### src/rtl/mod_sha2_pkg.sv
// Shared SHA-2 message-schedule definitions: legal configurations, FSM state
// encoding and the small-sigma functions for the 32- and 64-bit word widths.
package mod_sha2_pkg;

  localparam int unsigned SHA256_WORD_W = 32;
  localparam int unsigned SHA256_ROUNDS = 64;
  localparam int unsigned SHA512_WORD_W = 64;
  localparam int unsigned SHA512_ROUNDS = 80;

  localparam int unsigned WIN_DEPTH = 16;
  localparam int unsigned CNT_W     = 4;
  localparam int unsigned IDX_W     = 7;

  typedef enum logic {
    ST_LOAD   = 1'b0,
    ST_EXPAND = 1'b1
  } sched_state_e;

  function automatic bit legal_cfg(input int unsigned word_w, input int unsigned rounds);
    return ((word_w == SHA256_WORD_W) && (rounds == SHA256_ROUNDS)) ||
           ((word_w == SHA512_WORD_W) && (rounds == SHA512_ROUNDS));
  endfunction

  function automatic logic [31:0] sigma0_32(input logic [31:0] x);
    return {x[6:0], x[31:7]} ^ {x[17:0], x[31:18]} ^ (x >> 3);
  endfunction

  function automatic logic [31:0] sigma1_32(input logic [31:0] x);
    return {x[16:0], x[31:17]} ^ {x[18:0], x[31:19]} ^ (x >> 10);
  endfunction

  function automatic logic [63:0] sigma0_64(input logic [63:0] x);
    return {x[0], x[63:1]} ^ {x[7:0], x[63:8]} ^ (x >> 7);
  endfunction

  function automatic logic [63:0] sigma1_64(input logic [63:0] x);
    return {x[18:0], x[63:19]} ^ {x[60:0], x[63:61]} ^ (x >> 6);
  endfunction

endpackage

### src/rtl/mod_sha2_sigma.sv
// Combinational small-sigma pair for the schedule recurrence, selected by word width.
module mod_sha2_sigma
  import mod_sha2_pkg::*;
#(
  parameter int unsigned WORD_W = 32
) (
  input  logic [WORD_W-1:0] s0_in_i,
  input  logic [WORD_W-1:0] s1_in_i,
  output logic [WORD_W-1:0] s0_o,
  output logic [WORD_W-1:0] s1_o
);

  if (WORD_W == SHA512_WORD_W) begin : g_w64
    assign s0_o = WORD_W'(sigma0_64(64'(s0_in_i)));
    assign s1_o = WORD_W'(sigma1_64(64'(s1_in_i)));
  end else begin : g_w32
    assign s0_o = WORD_W'(sigma0_32(32'(s0_in_i)));
    assign s1_o = WORD_W'(sigma1_32(32'(s1_in_i)));
  end

endmodule

### src/rtl/mod_msg_sched.sv
// SHA-2 message scheduler: loads 16 message words into a sliding window, then
// streams W[0..ROUNDS-1] with valid/ready backpressure.
module mod_msg_sched
  import mod_sha2_pkg::*;
#(
  parameter int unsigned WORD_W = 32,
  parameter int unsigned ROUNDS = 64
) (
  input  logic              clk_i,
  input  logic              rst_i,
  input  logic              in_valid_i,
  output logic              in_ready_o,
  input  logic [WORD_W-1:0] in_word_i,
  output logic              out_valid_o,
  input  logic              out_ready_i,
  output logic [WORD_W-1:0] out_word_o,
  output logic [IDX_W-1:0]  out_idx_o,
  output logic              out_last_o
);

  if (!legal_cfg(WORD_W, ROUNDS)) begin : g_bad_cfg
    $error("mod_msg_sched: illegal WORD_W/ROUNDS combination");
  end

  localparam logic [IDX_W-1:0] PRE_LAST_IDX = IDX_W'(ROUNDS - 2);
  localparam logic [CNT_W-1:0] LOAD_LAST    = CNT_W'(WIN_DEPTH - 1);

  sched_state_e      state_q;
  logic [CNT_W-1:0]  load_cnt_q;
  logic [IDX_W-1:0]  idx_q;
  logic              in_ready_q;
  logic              out_valid_q;
  logic              out_last_q;
  logic [WORD_W-1:0] win_q [WIN_DEPTH];

  logic [WORD_W-1:0] s0;
  logic [WORD_W-1:0] s1;
  logic [WORD_W-1:0] win_new_d;
  logic              in_hs;
  logic              out_hs;

  mod_sha2_sigma #(
    .WORD_W (WORD_W)
  ) u_sigma (
    .s0_in_i (win_q[1]),
    .s1_in_i (win_q[14]),
    .s0_o    (s0),
    .s1_o    (s1)
  );

  // Next slot-15 value: W[t+16] from the window currently holding W[t..t+15].
  assign win_new_d = s1 + win_q[9] + s0 + win_q[0];
  assign in_hs     = in_valid_i && in_ready_q;
  assign out_hs    = out_valid_q && out_ready_i;

  always_ff @(posedge clk_i) begin
    if (rst_i) begin
      state_q     <= ST_LOAD;
      load_cnt_q  <= '0;
      idx_q       <= '0;
      in_ready_q  <= 1'b1;
      out_valid_q <= 1'b0;
      out_last_q  <= 1'b0;
      for (int i = 0; i < WIN_DEPTH; i++) begin
        win_q[i] <= '0;
      end
    end else begin
      case (state_q)
        ST_LOAD: begin
          if (in_hs) begin
            win_q[load_cnt_q] <= in_word_i;
            load_cnt_q        <= load_cnt_q + 1'b1;
            if (load_cnt_q == LOAD_LAST) begin
              state_q     <= ST_EXPAND;
              in_ready_q  <= 1'b0;
              out_valid_q <= 1'b1;
              idx_q       <= '0;
              out_last_q  <= 1'b0;
            end
          end
        end
        ST_EXPAND: begin
          if (out_hs) begin
            for (int i = 0; i < WIN_DEPTH - 1; i++) begin
              win_q[i] <= win_q[i+1];
            end
            win_q[WIN_DEPTH-1] <= win_new_d;
            idx_q              <= idx_q + 1'b1;
            out_last_q         <= (idx_q == PRE_LAST_IDX);
            // Final word consumed: return to LOAD for the next block.
            if (out_last_q) begin
              state_q     <= ST_LOAD;
              load_cnt_q  <= '0;
              idx_q       <= '0;
              in_ready_q  <= 1'b1;
              out_valid_q <= 1'b0;
              out_last_q  <= 1'b0;
            end
          end
        end
        default: state_q <= ST_LOAD;
      endcase
    end
  end

  assign in_ready_o  = in_ready_q;
  assign out_valid_o = out_valid_q;
  assign out_word_o  = win_q[0];
  assign out_idx_o   = idx_q;
  assign out_last_o  = out_last_q;

endmodule

### config.mk
export PLATFORM = sky130hd
export DESIGN_NAME = mod_msg_sched
export DESIGN_NICKNAME = d
export VERILOG_FILES = /design/src/rtl/mod_sha2_pkg.sv /design/src/rtl/mod_sha2_sigma.sv /design/src/rtl/mod_msg_sched.sv
export SDC_FILE = /design/constraint.sdc
export NUM_CORES = 1
export LEC_CHECK = 0
export ABC_AREA = 0
export CAP_MARGIN = 30
export CORE_MARGIN = 1.5
export CORE_UTILIZATION = 40
export CTS_CLUSTER_SIZE = 30
export DETAILED_ROUTE_END_ITERATION = 8
export PLACE_DENSITY = 0.56
export SETUP_SLACK_MARGIN = 0.3
export SLEW_MARGIN = 20
export SYNTH_ARGS = -nofsm -noshare
export SYNTH_HDL_FRONTEND = slang
export SYNTH_SLANG_ARGS = --single-unit
export TNS_END_PERCENT = 100
### constraint.sdc
create_clock -name clk_i -period 9.9 [get_ports clk_i]
set_input_delay 2.97 -clock clk_i [delete_from_list [all_inputs] [get_ports clk_i]]
set_output_delay 2.97 -clock clk_i [all_outputs]
set_load 0.05 [all_outputs]
==> out/qor.yml, run 1 <==
layout:
  antenna_cells: 0
  design_area_um2: 30800
  final_nets: 2402
  final-instance-count-excl-fill: 3187
  final_common_cell: "edfxtp_1"
  final_cell_mix: "edfxtp_1, a22o_1, nand2_1"
  drive_above_1_share: 0.0730
  area_delta_synth_final_pct: 13.6
sta:
  fin_crit_sh: 0.551
  setup-violations-final: 0
  fmax_mhz: 183
  fin_setup_tns_ps: 0
  worst_pin_slew_ps: 1110
  clock_skew_ps: 22.4
  maxSlewViolCount: 0
  rsz0062_at_grt: "false"
  hold_viol: 0
  relSlewSlack: 0.262
  min_period_ps: 5460
grt:
  grt.total_usage: 0.224
  grt_max_degree: 225
  grt_pass1_wl_um: 118000
  grt_pass1_vias: 17500
  antenna_found_initial: 0
  grt_overflow: 0
yosys:
  yosys.area_share.simple: 0.102
  synth-edff-count: 512
  synth_compound_area_frac: 0.160
  synth_top_family_by_area: "compound AO/OA/AOI/OAI gates"
  synth_area_um2: 27100
  syn_nets: 2423
  synth-seq-area-share: 0.578
  async_flop_share: 0
  syn_area_per_cell_um2: 11.9
  ys_ff_latch: 527
  yosysUniqueCellTypes: 61
  muxShareOfSynthArea: 0.00189
  synth_flop_cell: "edfxtp_1"
  yosysWarnings: 0
  syn-instance-count: 2288
  synthXorXnorAreaFrac: 0.0465
  synthAdderAreaFrac: 0.0628
clock_network:
  clk_latency_ps: 630
  ctsRootBufferMaster: "clkbuf_16"
  cts_buffers: 57
  clkSinkCount: 527
  cts_tree: "yes"
  holdBufCountCts: 0
  cts-resized-gates: 0
  clock_path_buffers: 3
  path_clk_slew_ps: 60
  htree_num_levels: 2
  cts_setup_buffers: 0
hold_path:
  whs_path_depth: 2
  min_path_type: "flip-flop to flip-flop"
  hold_start: "out_valid_o"
  min_to: "out_valid_o"
floorplan:
  initial_utilization: 0.404
  rows: 95
  io_pins: 78
  die-area_um2: 69400
  die_y_um: 263
  die_w_um: 263
  core_area_um2: 67200
pwr:
  p_per_area_nw_per_um2: 259
  p_leak_nw: 11.3
  peakVddDrop_mv: 0.148
  p_total_mw: 7.99
placed_design:
  gp_congestion: 0.911
  placed_cells: 3077
  place_area_um2: 28800
  dp_hpwl_um: 53200
  place.port_buffers: 77
worst_setup_path:
  rr_endpoint: "win_q[15][21]"
  path_class: "input pin to flip-flop"
  critPathRequiredTime_ps: 10150
  slowest_stage: "nand2b_2"
  reg2reg_slack_ps: 5030
  end_kind: "flip-flop"
  path_max_fanout: 33
  cp-start-kind: "input pin"
  critical_path_arrival_ps: 5700
  r2r-start: "win_q[14][18]"
  cp_slowest_stage_delay_ps: 790
  reg2reg_depth: 16
  crit_chain: "clkdlybuf4s50_1 -> nand3b_4 -> nor2_1 -> nand2_1 -> nor3_2 -> buf_4 -> nand2b_2"
detailed_routing:
  ant_nets: 0
  vias: 17900
  wl_per_cell_um: 24.3
  vias_per_cell: 5.60
  first_pass_iters: 6
  detail_route.wirelength_um: 77600
  drc: 0
  drt-initial-drc-count: 1881
run_status:
  outcome: "finished clean"
flow_run:
  maxCapViolations: 0
==> sequential cells by signal, indices dropped and copies added (netlist names) <==
register	flops
out_valid_o	1
win_q	512
out_idx_o	7
in_ready_o	1
load_cnt_q	4
out_last_o	1
state_q	1
==> how the worst max path moves through the flow <==
stage / start / endpoint / slack, ps / depth (start not counted)
detailed placement: in_valid_i / win_q[3][1] / 3790 / 7
global route: in_valid_i / win_q[3][10] / 4250 / 7
global placement: in_valid_i / win_q[3][0] / 3840 / 7
CTS: in_valid_i / win_q[3][19] / 4450 / 7
finish: in_valid_i / win_q[3][12] / 4440 / 7
floorplan: rst_i / win_q[6][0] / 3630 / 4
==> synthesized netlist by cell type, drive strengths merged (29+ instances only) <==
master / instances / area share
a21oi: 53 / 0.0098
a22o: 320 / 0.10
buf: 48 / 0.0072
clkbuf: 150 / 0.021
edfxtp: 512 / 0.57
fa: 62 / 0.046
ha: 37 / 0.017
inv: 154 / 0.021
nand2: 277 / 0.039
nand2b: 138 / 0.032
nand3b: 35 / 0.010
nor2: 54 / 0.0075
o21ai: 171 / 0.032
xnor2: 115 / 0.037
xor2: 29 / 0.0094
==> metal layers <==
metal / vias up / wire length (um) / track usage
met5: - / 0 / 0
li1: 8173 / - / -
met4: 0 / 1630 / 0.0528
met3: 93 / 4190 / 0.0280
met2: 536 / 35200 / 0.344
met1: 9055 / 36500 / 0.337
==> kinds of logic (layout without fill, tap and decap cells) <==
family                     Yosys count  after routing
buffers and inverters              352            378
muxes                                5              5
adders and majority gates           99             99
and+or+nand+nor                    566            566
AOI/OAI and AO/OA                  595            595
xor gates and xnor gates           144            144
DFF                                527            527
==> worst max-delay path: cells and delay by family <==
family / cells / cell delay [ps]
buf+inv: 2 / 980
simple gates: 5 / 1710
==> cell type report <==
class	count	area, um2
clock buffers	79	1590
clock inverters	27	392
fillers	5996	36300
inverters	154	578
multi-input cells	1409	10300
flip-flops and latches	527	15700
well taps	873	1090
repair buffers	118	1200
==> power breakdown <==
| part | leakage, nW | internal, mW | switching, mW |
|---|---|---|---|
| registers | 5.40 | 2.71 | 0.140 |
| clock network | 0.966 | 1.36 | 0.923 |
| logic | 4.91 | 1.02 | 1.83 |
| total | 11.3 | 5.09 | 2.89 |
==> metrics by stage <==
step	hold slack, ps	utilization	setup slack (ps)
floorplan	493	-	3630
global placement	490	0.427	3840
detailed placement	499	0.429	3790
CTS	514	0.458	4450
global route	534	0.459	4250
finish	513	0.459	4440
Power figures use the tool's default switching activity.
==> inputs of run 2 (changes only) <==
==> constraint.sdc (replaced) <==
create_clock -name clk_i -period 5.58 [get_ports clk_i]
set_input_delay 1.674 -clock clk_i [delete_from_list [all_inputs] [get_ports clk_i]]
set_output_delay 1.674 -clock clk_i [all_outputs]
set_load 0.05 [all_outputs]
==> out/qor.yml, run 2 (same netlist as run 1, synthesis figures left out) <==
run_status:
  outcome: "finished clean"
worst_setup_path:
  rr_endpoint: "win_q[15][17]"
  reg2reg_depth: 14  # -2
  crit_chain: "xnor2_1 -> xnor2_1 -> fa_1 -> inv_1 -> fa_1 -> inv_1 -> ha_1 -> a21oi_1 -> inv_1 -> o31ai_1 -> o21ai_2 -> xnor2_1 -> nand2_1 -> a21oi_1"
  end_kind: "flip-flop"
  cp_slowest_stage_delay_ps: 590  # -200 ps
  cp-start-kind: "flip-flop"
  path_class: "flip-flop to flip-flop"
  r2r-start: "win_q[14][24]"
  cpLargestDelayFamily: "compound AO/OA/AOI/OAI gates"
  reg2reg_slack_ps: 890  # -4140 ps
  crit_buf_inv: 3  # +1
  critical_path_arrival_ps: 5150  # -550 ps
  path_max_fanout: 6  # -82%
  critPathRequiredTime_ps: 6050  # -4100 ps
  slowest_stage: "xnor2_1"
clock_network:
  path_clk_slew_ps: 60  # about the same
  cts_tree: "yes"
  cts_buffers: 57  # unchanged
  clock_path_buffers: 3  # unchanged
  holdBufCountCts: 0  # unchanged
  cts_setup_buffers: 0  # unchanged
  clk_latency_ps: 630  # about the same
  cts-resized-gates: 0  # unchanged
  ctsRootBufferMaster: "clkbuf_16"
  htree_num_levels: 2  # unchanged
  clkSinkCount: 527  # unchanged
sta:
  min_period_ps: 4690
  setup-violations-final: 0  # unchanged
  rsz0062_at_grt: "false"
  relSlewSlack: 0.314  # +0.0525
  worst_pin_slew_ps: 1030  # -82.0 ps
  hold_viol: 0  # unchanged
  maxSlewViolCount: 0  # unchanged
  clock_skew_ps: 26.1  # +3.72 ps
  fmax_mhz: 213
  hold-worst-slack_ps: 515  # +2.23 ps
  fin_ws_ps: 893  # -3550 ps
  fin_crit_sh: 0.840
  fin_setup_tns_ps: 0  # unchanged
flow_run:
  maxCapViolations: 0  # unchanged
placed_design:
  post-place-ws_ps: 967  # -2820 ps
  place_area_um2: 28800  # +0.19%
  place.port_buffers: 77  # unchanged
  dp_hpwl_um: 57300  # +7.7%
  gp_congestion: 0.906  # -0.57%
floorplan:
  die_y_um: 263  # unchanged
  die_w_um: 263  # unchanged
  die-area_um2: 69400  # unchanged
  io_pins: 78  # unchanged
  initial_utilization: 0.404  # unchanged
  core_area_um2: 67200  # unchanged
  rows: 95  # unchanged
pwr:
  peakVddDrop_mv: 0.278  # +88%
  p_per_area_nw_per_um2: 457  # +76%
  p_leak_nw: 11.2  # -0.17%
grt:
  grt_pass1_vias: 17600  # +0.87%
  grt_overflow: 0  # unchanged
  grt_max_degree: 116  # -48%
  antenna_found_initial: 0  # unchanged
  grt.total_usage: 0.238  # +0.0137
  grt_pass1_wl_um: 123000  # +4.2%
layout:
  largest_register_ffs: 512  # unchanged
  final_nets: 2413  # +0.46%
  antenna_cells: 0  # unchanged
  largest-register: "win_q"
  design_area_um2: 30800  # -0.13%
  final_cell_mix: "edfxtp_1, a22o_1, nand2_1"
  final_common_cell: "edfxtp_1"
  drive_above_1_share: 0.0752  # +0.00217
  area_delta_synth_final_pct: 13.5
detailed_routing:
  vias_per_cell: 5.62  # +0.28%
  vias: 18000  # +0.69%
  ant_nets: 0  # unchanged
  detail_route.wirelength_um: 82800  # +6.7%
  drt-initial-drc-count: 1788  # -4.9%
  wl_per_cell_um: 25.9  # +6.3%
  first_pass_iters: 6  # unchanged
  drc: 0  # unchanged
hold_path:
  hold_start: "out_valid_o"
  min_path_type: "flip-flop to flip-flop"
  min_to: "out_valid_o"
  whs_path_depth: 2  # unchanged
==> run 2: cell count changes in the layout (fill, tap and decap cells not counted), moves of 2 or more <==
cell        before  now
bufinv_16        9    5
clkinv_2         8   10
clkinv_4         2    0
clkbuf_8         6    2
buf_12           3    5
clkinvlp_4       2    5
clkbuf_1        15   12
clkinv_1         3   13
buf_4           33   36
buf_16           4    0
buf_8            0    7
buf_6            2    5
==> run 2: layer usage <==
layer | vias up | GRT usage | routed length (um)
li1 | 8209 | - | -
met1 | 9086 | 0.352 | 38600
met5 | - | 0 | 0
met3 | 96 | 0.0394 | 5230
met4 | 0 | 0.0475 | 1410
met2 | 589 | 0.367 | 37600
==> run 2: worst max-delay path by stage <==
stage                  startpoint            end  slack [ps]  depth (start not counted)
global placement    win_q[14][24]  win_q[15][17]         990                         14
CTS                 win_q[14][24]  win_q[15][29]         960                         14
finish              win_q[14][24]  win_q[15][17]         890                         14
floorplan                   rst_i    win_q[6][0]         600                          4
detailed placement  win_q[14][24]  win_q[15][29]         970                         14
global route        win_q[14][25]  win_q[15][29]         670                         14
==> run 2: tightest hold or removal path: stages, from the launching register on <==
cell     delay (ps)
dfxtp_1         350
inv_1            60
o22ai_1          60
==> run 2: power breakdown <==
group	leakage [nW]	internal (mW)	switching (mW)
Combinational	4.96	1.82	3.36
Sequential	5.40	4.81	0.259
Clock	0.895	2.17	1.63
Total	11.2	8.80	5.26
==> run 2: cell type report <==
type / instances / area, um2
Tap cell: 873 / 1090
Multi-Input combinational cell: 1409 / 10300
Clock buffer: 72 / 1520
Sequential cell: 527 / 15700
Fill cell: 6000 / 36400
Clock inverter: 36 / 332
Timing Repair Buffer: 129 / 1290
Inverter: 154 / 578
==> run 2: metrics by stage <==
| stage | total power, mW | util | std cells |
|---|---|---|---|
| floorplan | 8.46 | - | 2288 |
| global placement | 10.2 | 0.428 | 3080 |
| detailed placement | 10.2 | 0.429 | 3085 |
| CTS | 14.0 | 0.457 | 3193 |
| global route | 14.8 | 0.458 | 3200 |
| finish | 14.1 | 0.458 | 3200 |
==> inputs of run 3 (changes only) <==
==> constraint.sdc (replaced) <==
create_clock -name clk_i -period 4.5 [get_ports clk_i]
set_input_delay 1.35 -clock clk_i [delete_from_list [all_inputs] [get_ports clk_i]]
set_output_delay 1.35 -clock clk_i [all_outputs]
set_load 0.05 [all_outputs]
==> out/qor.yml, run 3 (same netlist as run 1, synthesis figures left out) <==
sta:
  fin_ws_ps: 334  # -559 ps
  fin_crit_sh: 0.926  # +0.0858
  min_period_ps: 4170  # -521 ps
  fmax_mhz: 240  # +13%
  maxSlewViolCount: 0  # unchanged
  worst_pin_slew_ps: 1020  # -9.31 ps
  clock_skew_ps: 24.1  # -1.98 ps
  relSlewSlack: 0.321  # +0.00622
  fin_setup_tns_ps: 0  # unchanged
  hold_viol: 0  # unchanged
  setup-violations-final: 0  # unchanged
  rsz0062_at_grt: "true"
  hold-worst-slack_ps: 516  # +1.34 ps
run_status:
  outcome: "finished clean"
floorplan:
  die_w_um: 263  # unchanged
  initial_utilization: 0.404  # unchanged
  die-area_um2: 69400  # unchanged
  rows: 95  # unchanged
  die_y_um: 263  # unchanged
  io_pins: 78  # unchanged
  core_area_um2: 67200  # unchanged
pwr:
  swShare: 0.377  # +0.00263
  switchingPower_mw: 7.09  # +35%
  power.internal_mw: 11.7  # +33%
  p_per_area_nw_per_um2: 585  # +28%
  comb_power_share: 0.422  # +0.053
  p_leak_nw: 11.9  # +6.0%
  p_clk_frac: 0.246  # -0.025
  peakVddDrop_mv: 0.300  # +8.1%
  p_total_mw: 18.8  # +34%
  p_seq_frac: 0.332  # -0.029
clock_network:
  clock_path_buffers: 3  # unchanged
  clkSinkCount: 527  # unchanged
  path_clk_slew_ps: 60  # about the same
  ctsRootBufferMaster: "clkbuf_16"
  holdBufCountCts: 0  # unchanged
  clk_latency_ps: 630  # about the same
  cts_tree: "yes"
  cts_buffers: 57  # unchanged
  htree_num_levels: 2  # unchanged
detailed_routing:
  drc: 0  # unchanged
  ant_nets: 0  # unchanged
  detail_route.wirelength_um: 82900  # +0.14%
  vias: 18400  # +2.1%
  vias_per_cell: 5.60  # -0.25%
  first_pass_iters: 7  # +1
  drt-initial-drc-count: 1709  # -4.4%
  wl_per_cell_um: 25.3  # -2.2%
grt:
  antenna_found_initial: 0  # unchanged
  grt_pass1_wl_um: 122000  # -0.33%
  grt_pass1_vias: 17900  # +1.5%
  grt_overflow: 0  # unchanged
  grt.total_usage: 0.236  # -0.00158
  grt_max_degree: 106  # -8.6%
layout:
  final_common_cell: "edfxtp_1"
  drive_above_1_share: 0.153  # +0.0776
  final-instance-count-excl-fill: 3276  # +2.4%
  fin_util: 0.479  # +0.0205
  final_cell_mix: "edfxtp_1, a22o_1, nand2_1"
  largest-register: "win_q"
  largest_register_ffs: 512  # unchanged
  area_delta_synth_final_pct: 18.5
  final_nets: 2495  # +3.4%
  design_area_um2: 32200  # +4.5%
  fill_cells: 5934  # -1.1%
worst_setup_path:
  path_max_fanout: 5  # -1
  critical_path_arrival_ps: 4500  # -650 ps
  critPathRequiredTime_ps: 4840  # -1210 ps
  cp-start-kind: "flip-flop"
  end_kind: "flip-flop"
  path_class: "flip-flop to flip-flop"
placed_design:
  gp_congestion: 0.906  # about the same
  place.port_buffers: 77  # unchanged
  placed_cells: 3137  # +1.7%
  dp_hpwl_um: 57900  # +1.1%
  post-place-ws_ps: -160  # -1130 ps
  place_area_um2: 29300  # +1.6%
hold_path:
  min_path_type: "flip-flop to flip-flop"
flow_run:
  maxCapViolations: 0  # unchanged
[run 3: what timing repair did]
item / CTS / global route
pin swaps: 11 / 27
resized for setup: 38 / 100
buffers inserted: 16 / 18
setup endpoints to repair: 18 / 18
[run 3: worst paths after layout]
path	slack, ps	to	startpoint	cells after the start
worst max-delay path	330	win_q[15][31]	win_q[14][24]	14
worst min-delay path	520	out_valid_o	out_valid_o	2
worst max register to register	330	win_q[15][31]	win_q[14][24]	14
worst min register to register	520	out_valid_o	out_valid_o	2
[run 3: metal layers]
metal / GRT usage / wire [um] / vias to the layer above
met5: 0 / 0 / -
met4: 0.0644 / 1830 / 0
met3: 0.0355 / 4810 / 91
met2: 0.365 / 38200 / 553
met1: 0.346 / 38000 / 9357
li1: - / - / 8360
[run 3: cell type report]
cell class	count	area [um2]	share of cell area
sequential	527	15700	0.487
multi-input combinational	1409	11000	0.343
timing repair buffer	211	1960	0.0611
clock buffer	66	1500	0.0466
tap	873	1090	0.0340
inverter	154	578	0.0180
clock inverter	35	328	0.0102
antenna	1	2.50	0.0000778
[run 3: power groups by stage]
| stage | logic [mW] | clock network (mW) | registers, mW |
|---|---|---|---|
| final | 7.93 | 4.63 | 6.24 |
| after global placement | 6.65 | 0 | 6.33 |
| after floorplan | 4.20 | 0 | 6.30 |
| after CTS | 7.01 | 4.71 | 6.23 |
| after detailed placement | 6.59 | 0 | 6.33 |
| after global routing | 8.61 | 4.90 | 6.27 |
[run 3: worst max-delay path: stages, from the launching register on]
cell and delay (ps):
edfxtp_1 540, xnor2_2 200, xnor2_2 200, fa_1 600, inv_1 70, fa_1 490, inv_1 60, ha_4 290
o211ai_1 180, nor4_4 300, o21ai_4 120, a211oi_4 380, a2bb2oi_4 210, or3_1 120, o211ai_1 110
